**src/rtl/shiftreg_arbiter.sv**
```systemverilog
// -----------------------------------------------------------------------------
// shiftreg_arbiter
//
// Shares one 74HC595-style serial chain between two requesters. Each requester
// offers a WIDTH-bit word with valid/ready; a round-robin arbiter picks the
// winner while idle, the word is shifted out MSB first (shift_data stable
// across both halves of each shift_clock period), and shift_latch is then
// strobed for LATCH_CYCLES clocks.
//
// Optional feature (macro SHIFTREG_ARB_REFRESH_EN): the last accepted word is
// remembered and re-sent automatically after REFRESH_PERIOD consecutive idle
// cycles without an acceptance. A request in the expiry cycle wins instead.
//
// Ports:
//   clk, rst_n                 system clock, async active-low reset
//   req0_valid/data/ready      requester 0 handshake (ready is combinational)
//   req1_valid/data/ready      requester 1 handshake (ready is combinational)
//   shift_clock/data/latch     serial chain pins (registered)
//   busy                       high whenever a word or latch pulse is in flight
//   last_grant                 index of the most recently accepted requester
// -----------------------------------------------------------------------------
`timescale 1ns/1ps

module shiftreg_arbiter #(
    parameter int WIDTH          = 8,     // bits per word, >= 2
    parameter int CLK_DIV        = 4,     // clk cycles per shift_clock half-period
    parameter int LATCH_CYCLES   = 2,     // clk cycles shift_latch stays high
    parameter int REFRESH_PERIOD = 1000   // idle cycles before automatic re-send
) (
    input  logic             clk,
    input  logic             rst_n,
    input  logic             req0_valid,
    input  logic [WIDTH-1:0] req0_data,
    output logic             req0_ready,
    input  logic             req1_valid,
    input  logic [WIDTH-1:0] req1_data,
    output logic             req1_ready,
    output logic             shift_clock,
    output logic             shift_data,
    output logic             shift_latch,
    output logic             busy,
    output logic             last_grant
);

    // One shared counter times both the shift half-periods and the latch pulse.
    localparam int CNT_MAX = (CLK_DIV > LATCH_CYCLES) ? CLK_DIV : LATCH_CYCLES;
    localparam int CW      = (CNT_MAX > 1) ? $clog2(CNT_MAX) : 1;
    localparam int BW      = (WIDTH > 1) ? $clog2(WIDTH) : 1;

    localparam logic [CW-1:0] DIV_LAST   = CW'(CLK_DIV - 1);
    localparam logic [CW-1:0] LATCH_LAST = CW'(LATCH_CYCLES - 1);

    typedef enum logic [1:0] {
        IDLE,
        SHIFT_LO,
        SHIFT_HI,
        LATCH
    } state_t;

    state_t           state;
    logic [WIDTH-1:0] sreg;       // remaining bits, current bit at the MSB
    logic [BW-1:0]    bit_idx;    // index of the bit currently on shift_data
    logic [CW-1:0]    cnt;

    logic             idle;
    logic             grant;
    logic             accept;
    logic             start;
    logic             refresh_fire;
    logic [WIDTH-1:0] data_sel;
    logic [WIDTH-1:0] start_word;

    // -------------------------------------------------------------------------
    // Arbitration: only meaningful in IDLE. With both requesting, the one that
    // did not win last time gets the chain.
    // -------------------------------------------------------------------------
    // NOTE: every combinational output gets a default first so no path through
    // the block leaves it unassigned (which would infer a latch).
    always_comb begin
        idle  = (state == IDLE);
        grant = 1'b0;
        if (req0_valid && req1_valid) begin
            grant = ~last_grant;
        end else if (req1_valid) begin
            grant = 1'b1;
        end
        req0_ready = idle && req0_valid && !grant;
        req1_ready = idle && req1_valid &&  grant;
        accept     = req0_ready || req1_ready;
        data_sel   = grant ? req1_data : req0_data;
    end

`ifdef SHIFTREG_ARB_REFRESH_EN
    localparam int RW = (REFRESH_PERIOD > 1) ? $clog2(REFRESH_PERIOD) : 1;
    localparam logic [RW-1:0] REFRESH_LAST = RW'(REFRESH_PERIOD - 1);

    logic [WIDTH-1:0] stored_word;
    logic [RW-1:0]    idle_cnt;

    // Fires on the REFRESH_PERIOD-th consecutive idle cycle; a real request in
    // the same cycle takes precedence.
    assign refresh_fire = idle && !accept && (idle_cnt == REFRESH_LAST);
    assign start_word   = accept ? data_sel : stored_word;

    always_ff @(posedge clk or negedge rst_n) begin
        if (!rst_n) begin
            stored_word <= '0;
            idle_cnt    <= '0;
        end else begin
            if (accept) begin
                stored_word <= data_sel;
            end
            if (!idle || accept || refresh_fire) begin
                idle_cnt <= '0;
            end else begin
                idle_cnt <= idle_cnt + 1'b1;
            end
        end
    end
`else
    assign refresh_fire = 1'b0;
    assign start_word   = data_sel;

    // The period only matters for the refresh build; keeping a reference here
    // lets an illegal value show up as a named scope in the elaborated design.
    if (REFRESH_PERIOD < 1) begin : g_refresh_period_invalid
    end
`endif

    assign start = accept || refresh_fire;

    // -------------------------------------------------------------------------
    // Serializer FSM. All chain pins and busy are registered here.
    // -------------------------------------------------------------------------
    // NOTE: sequential state uses non-blocking assignments so every register
    // samples the pre-edge values, independent of statement order.
    always_ff @(posedge clk or negedge rst_n) begin
        if (!rst_n) begin
            state       <= IDLE;
            sreg        <= '0;
            bit_idx     <= '0;
            cnt         <= '0;
            shift_clock <= 1'b0;
            shift_data  <= 1'b0;
            shift_latch <= 1'b0;
            busy        <= 1'b0;
            last_grant  <= 1'b1;   // so requester 0 wins the first tie
        end else begin
            case (state)
                IDLE: begin
                    if (start) begin
                        state      <= SHIFT_LO;
                        sreg       <= start_word;
                        shift_data <= start_word[WIDTH-1];
                        bit_idx    <= BW'(WIDTH - 1);
                        cnt        <= '0;
                        busy       <= 1'b1;
                        // A refresh leaves the round-robin history alone.
                        if (accept) begin
                            last_grant <= grant;
                        end
                    end
                end

                SHIFT_LO: begin
                    if (cnt == DIV_LAST) begin
                        cnt         <= '0;
                        state       <= SHIFT_HI;
                        shift_clock <= 1'b1;
                    end else begin
                        cnt <= cnt + 1'b1;
                    end
                end

                SHIFT_HI: begin
                    if (cnt == DIV_LAST) begin
                        cnt         <= '0;
                        shift_clock <= 1'b0;
                        if (bit_idx == '0) begin
                            state       <= LATCH;
                            shift_data  <= 1'b0;
                            shift_latch <= 1'b1;
                        end else begin
                            // Next bit goes out on the falling edge so it is
                            // settled a full half-period before the next rise.
                            state      <= SHIFT_LO;
                            bit_idx    <= bit_idx - 1'b1;
                            sreg       <= {sreg[WIDTH-2:0], 1'b0};
                            shift_data <= sreg[WIDTH-2];
                        end
                    end else begin
                        cnt <= cnt + 1'b1;
                    end
                end

                LATCH: begin
                    if (cnt == LATCH_LAST) begin
                        cnt         <= '0;
                        state       <= IDLE;
                        shift_latch <= 1'b0;
                        busy        <= 1'b0;
                    end else begin
                        cnt <= cnt + 1'b1;
                    end
                end

                default: state <= IDLE;
            endcase
        end
    end

endmodule

```
**config.mk**
```make
export PLATFORM = sky130hd
export DESIGN_NAME = shiftreg_arbiter
export DESIGN_NICKNAME = d
export VERILOG_FILES = /design/src/rtl/shiftreg_arbiter.sv
export SDC_FILE = /design/constraint.sdc
export NUM_CORES = 1
export LEC_CHECK = 0
export BUFFER_PORTS_ARGS = -buffer_cell sky130_fd_sc_hd__buf_2
export CORE_MARGIN = 4
export CORE_UTILIZATION = 53
export DETAILED_ROUTE_END_ITERATION = 10
export GPL_TIMING_DRIVEN = 0
export PLACE_DENSITY = 0.75
export SETUP_SLACK_MARGIN = 0.02
export SLEW_MARGIN = 40
export SYNTH_ARGS = -nofsm -noshare
export SYNTH_HDL_FRONTEND = slang
export SYNTH_SLANG_ARGS = --single-unit
```
**constraint.sdc**
```tcl
create_clock -name clk -period 1.9 [get_ports clk]
set_input_delay 0.38 -clock clk [delete_from_list [all_inputs] [get_ports clk]]
set_output_delay 0.38 -clock clk [all_outputs]
set_load 0.01 [all_outputs]
```
# After elaboration in Yosys (flattened, before gate mapping)

Index checks and enable logic that the tools add are counted.

Word-level logic and storage cells: 78
Bits of input ports: 20
Register bits after elaboration: 19
Output and inout port bits: 7

Bitwise logic cells: 1
Reductions and logical operators: 21
Equal/unequal tests: 11
Muxes and demuxes: 34
Add/sub/neg operators: 2

Operators by type and width:

| kind                                                                    | count |
|---|---|
| 7-bit two-way mux                                                       | 3 |
| 2-bit two-way mux                                                       | 8 |
| 7-bit one-hot mux with 2 select lines                                   | 1 |
| 4-bit AND reduction                                                     | 3 |
| 1-bit two-way mux                                                       | 11 |
| 2-bit inequality test, second input constant                            | 5 |
| 3-bit two-way mux                                                       | 3 |
| 3-bit AND reduction                                                     | 3 |
| 8-bit two-way mux                                                       | 1 |
| 1-bit one-hot mux with 2 select lines                                   | 4 |
| 2-bit one-hot mux with 4 select lines                                   | 1 |
| 2-bit nonzero test                                                      | 4 |
| 2-bit equality test, second input constant                              | 3 |
| 2-bit one-hot mux with 3 select lines                                   | 1 |
| 3-bit one-hot mux with 2 select lines                                   | 1 |
| 1-bit logical AND                                                       | 5 |
| 2-bit by 1-bit equality test with 1-bit output, second input constant   | 2 |
| 3-bit logical NOT                                                       | 1 |
| 3-bit by 1-bit subtractor with 3-bit output, second input constant      | 1 |
| 2-bit by 1-bit adder with 2-bit output, second input constant           | 1 |
| 2-bit logical NOT                                                       | 1 |
| 2-bit by 1-bit inequality test with 1-bit output, second input constant | 1 |
| 2-bit AND reduction                                                     | 1 |
| 2-bit OR reduction                                                      | 1 |
| 3 further kinds                                                         | 3 |

# Longest topological paths before layout

Word-level depth: 7
Gate-level depth with buffers: 8
Mapped depth without buffers: 6

# Least setup slack after synthesis

No wires, ideal clock.

Kind: flip-flop to flip-flop
Start: register state[0]
End: register bit_idx[0]
Period minus slack after synthesis: 1.730 ns
Stages on the path, launching flop included: 9
Required time: 1.763 ns
Slack: 0.170 ns
Arrival: 1.593 ns
Cell sequence: dfrtp_1 -> inv_1 -> ha_1 -> buf_2 -> mux2i_1 -> or3_1 -> buf_6 -> mux2i_1 -> a21oi_1

Longest elaborated chain between the ends: 6
Elaborated cells between the ends (all ways): 13
Those cells by class: eq/ne (4); mux (1); reduce/logical (8)

RTL lines:

| element                                                    | line    | text |
|---|---|---|
| start: declaration                                         | 60      | `state_t state;` |
| start signal: assignment                                   | 139     | `state <= IDLE;` |
| start signal: assignment                                   | 152     | `state <= SHIFT_LO;` |
| start signal: assignment                                   | 168     | `state <= SHIFT_HI;` |
| 2-bit logical NOT                                          | 80, 149 |  |
| 1-bit logical AND, on equally long branches (2 in series)  | 87, 88  |  |
| 1-bit logical OR                                           | 89      | `accept = req0_ready \|\| req1_ready;` |
| 2-bit by 1-bit inequality test with 1-bit output (no line) | --      |  |
| 4-bit AND reduction (no line)                              | --      |  |
| end signal: assignment                                     | 155     | `bit_idx <= BW'(WIDTH - 1);` |
| end signal: assignment                                     | 187     | `bit_idx <= bit_idx - 1'b1;` |
| end: declaration                                           | 62      | `logic [BW-1:0] bit_idx;` |

Several ways; a longest one is shown, not always the timed one.
A chain may end at the register's enable or synchronous reset.

# Worst setup path in the final report

Start: register state[1]
End: output req0_ready

Longest elaborated chain between the ends: 3

RTL lines:

| element                         | line | text |
|---|---|---|
| 2-bit logical NOT               | 80   | `idle = (state == IDLE);` |
| 1-bit logical AND (2 in series) | 87   | `req0_ready = idle && req0_valid && !grant;` |
| end: declaration                | 34   | `output logic req0_ready,` |

No other way between the ends.

==> run summary <==
Max Cap Violations -> 0
Buffer and inverter count on the worst path -> 3
Antenna-violating nets left -> 0
Number of warnings issued by yosys -> 0
Reported net switching power -> 0.999 mW
DRC viols -> 0
Hold violation count in the final report -> 0
Register bit count reported by yosys -> 19
Pwr Density -> 1550 mW/mm^2
Slowest stage cell on the critical path -> dfrtp_2
Worst path setup slack after routing -> 0.0881 ns
Net count after synthesis -> 158
Sequential fraction of design power -> 32.3%
Number of global-route vias before repair -> 1004
Diode count -> 0
Delay of the slowest cell on the worst path -> 0.46 ns
Number of optimization iterations in the first detailed-route pass -> 4
Die height -> 56 um
Floorplan core area -> 0.00221 sq mm
Die outline area -> 0.00314 sq mm
Status -> finished clean
Endpoint type of the worst setup path -> output pin
Via density per instance -> 5.57
Int Power -> 1.32 mW
Fin Clk Skew -> 0.00799 ns
Clk_lat worst skew -> 0.29 ns
I/O pin count -> 27
Upper clock frequency limit -> 552 MHz
Clock transition at the registers of the reported paths -> 0.11 ns
Sequential element share of the synthesized area -> 39.0%
Initial DRC count -> 28
Switching share of power -> 43.1%
Top-area cell type share of the netlist area -> 36.9%
Shortest period the worst path allows -> 1.81 ns
Post-Route Hold Slack -> 0.0135 ns
GRT Overall Usage -> 17.2%
Final slew viol count -> 0
CTS Buf Count -> 3
List of cells traversed by the critical path -> inv_2 > ha_2 > buf_6 > nand2_1 > a21oi_2 > buf_2
Clock network fraction of total power -> 8.8%
Clock net sink count -> 19
Inst Count DP -> 182
First-pass GRT wire length -> 4400 um
Final Setup Violations -> 0
WS Path Type -> reg2out
Dpl hpwl -> 1920 um
Most frequent standard cell in the layout excluding fill and tap cells -> buf_2
Clock Tree Buf Depth -> 2
Chip Width -> 56 um
Effective utilization at floorplan -> 55.2%
Number of antenna violations at the first check in global routing -> 0
TritonCTS clock tree -> built
Routed len/inst -> 13.9 um
Finished Layout Cells -> 191
Signed area change from the synthesized netlist to the final layout -> 22.3%
Total number of vias -> 1064
Final Routed Wirelength -> 2650 um
Combinational Power Share -> 58.9%
Highest net fanout along the worst path -> 7
CP startpoint kind -> flip-flop
Max rail drop VDD -> 952 uV
Area of all placed cells without fillers -> 0.00149 sq mm
Cell at the root of the clock tree -> clkbuf_4
Port Buffer Count -> 26
Path class of the lowest-slack min-delay path -> in2async
Pin count of the biggest net entering global routing -> 20
Placement row count -> 17
Average cell area after synthesis -> 9.54 sq um
Slew @ Worst Pin -> 0.517 ns
Pre-CTS WS -> -0.168 ns
Headroom to the max-slew limit -> 65.5%
Netlist area before placement -> 0.00122 sq mm
Area after detailed placement -> 0.00139 sq mm
Routability congestion estimate -> 0.862
Worst Path Required -> 1.52 ns
Number of unique standard cell types used by synthesis -> 33
H-tree depth reported by CTS -> 1
Total grt overflow -> 0
Arrival time of data at the critical path endpoint -> 1.43 ns
Most frequent cells in the layout -> buf_2, dfrtp_1, a21oi_1, nand2_1
Leak Pwr -> 0.698 nW
Mapped Cells -> 128
Proportion of layout cells with a drive suffix above 1 -> 34.4%
Accumulated negative setup slack -> 0 ns
Tot Pwr -> 2.32 mW
Count of nets after finishing -> 194
Final worst-path cycle share -> 95.4%
Largest cells by area after synthesis -> dfrtp_1, ha_1, mux2i_1
Cell taking the most area after synthesis -> dfrtp_1
Util after Layout -> 67.5%
Cell family with most CP delay -> flip-flops
## cell families (layout without fill, tap and decap cells)
group / after synthesis / in the layout / synth area share [%]
flops: 19 / 19 / 39.0
simple gates: 28 / 28 / 11.2
buf+inv: 17 / 52 / 6.97
compound gates: 44 / 44 / 24.3
fa+ha+maj: 10 / 10 / 10.2
mux: 10 / 10 / 8.30
## final timing paths
check | start | end | slack (ns) | cells after the start
max | state[1] | req0_ready | 0.09 | 6
min | rst_n | shift_latch | 0.01 | 1
max reg2reg | state[1] | sreg[5] | 0.09 | 7
min reg2reg | shift_data | shift_data | 0.50 | 1
max in group asynchronous | rst_n | last_grant | 1.55 | 1
min in group clk | req0_valid | last_grant | 0.29 | 2
## layer usage
metal,wire length [um],share of wire (%),GRT usage [%],up-vias
li1,-,-,-,529
met1,1180,45,22.6,506
met2,1320,50,29.0,27
met3,126,4.8,2.32,2
met4,17,0.64,5.08,0
met5,0,0,0,-
## area by class of cell
type	instances	area [sq um]
plain buffers	7	53.8
clock buffers	4	26.3
fillers	183	718
repair buffers	31	168
inverters	10	37.5
multi-input cells	92	696
well taps	28	35.0
flip-flops and latches	19	478
## registers in the layout, indices dropped and copies added (netlist names)
signal / cells
sreg: 7
bit_idx: 3
cnt: 2
state: 2
busy: 1
last_grant: 1
shift_clock: 1
shift_data: 1
shift_latch: 1
## worst reg2reg max path, cell delays in order (launching register included)
cell     delay, ns
dfrtp_2       0.46
ha_2          0.18
buf_6         0.13
mux2i_2       0.16
or3_1         0.37
buf_6         0.15
o22ai_1       0.13
a21oi_1       0.09
## power by group through the flow
stage	clock [mW]	combinational, mW	sequential [mW]
after floorplan	0	0.888	0.736
after global placement	0	1.14	0.735
after detailed placement	0	1.19	0.748
after CTS	0.213	1.26	0.734
after global routing	0.230	1.53	0.777
final	0.204	1.36	0.750
## synthesized netlist by cell type
cell	number
a21boi_1	1
or3_1	1
inv_1	10
dfrtp_1	18
o21ai_0	5
ha_1	10
nand2_1	10
and2_1	1
buf_4	1
mux2i_1	9
o31ai_1	1
dfstp_2	1
o22ai_1	6
a22o_1	3
nor3b_2	1
mux2_2	1
or2_2	1
a211oi_2	1
buf_2	2
buf_6	2
a21oi_1	14
nor2_1	7
o21a_1	1
a221oi_1	1
clkbuf_1	2
o211ai_1	1
nor3_1	1
nand2b_1	1
o22ai_2	1
a31oi_1	2
o2bb2ai_1	7
nand3_1	1
nor2b_1	4
## what timing repair did
item | CTS | global route
setup endpoints to repair | 11 | 12
gates resized for setup | 5 | 8
setup buffers | 2 | 3
gates cloned | 0 | 0
hold buffers | 0 | 0
Power figures use the tool's default switching activity.
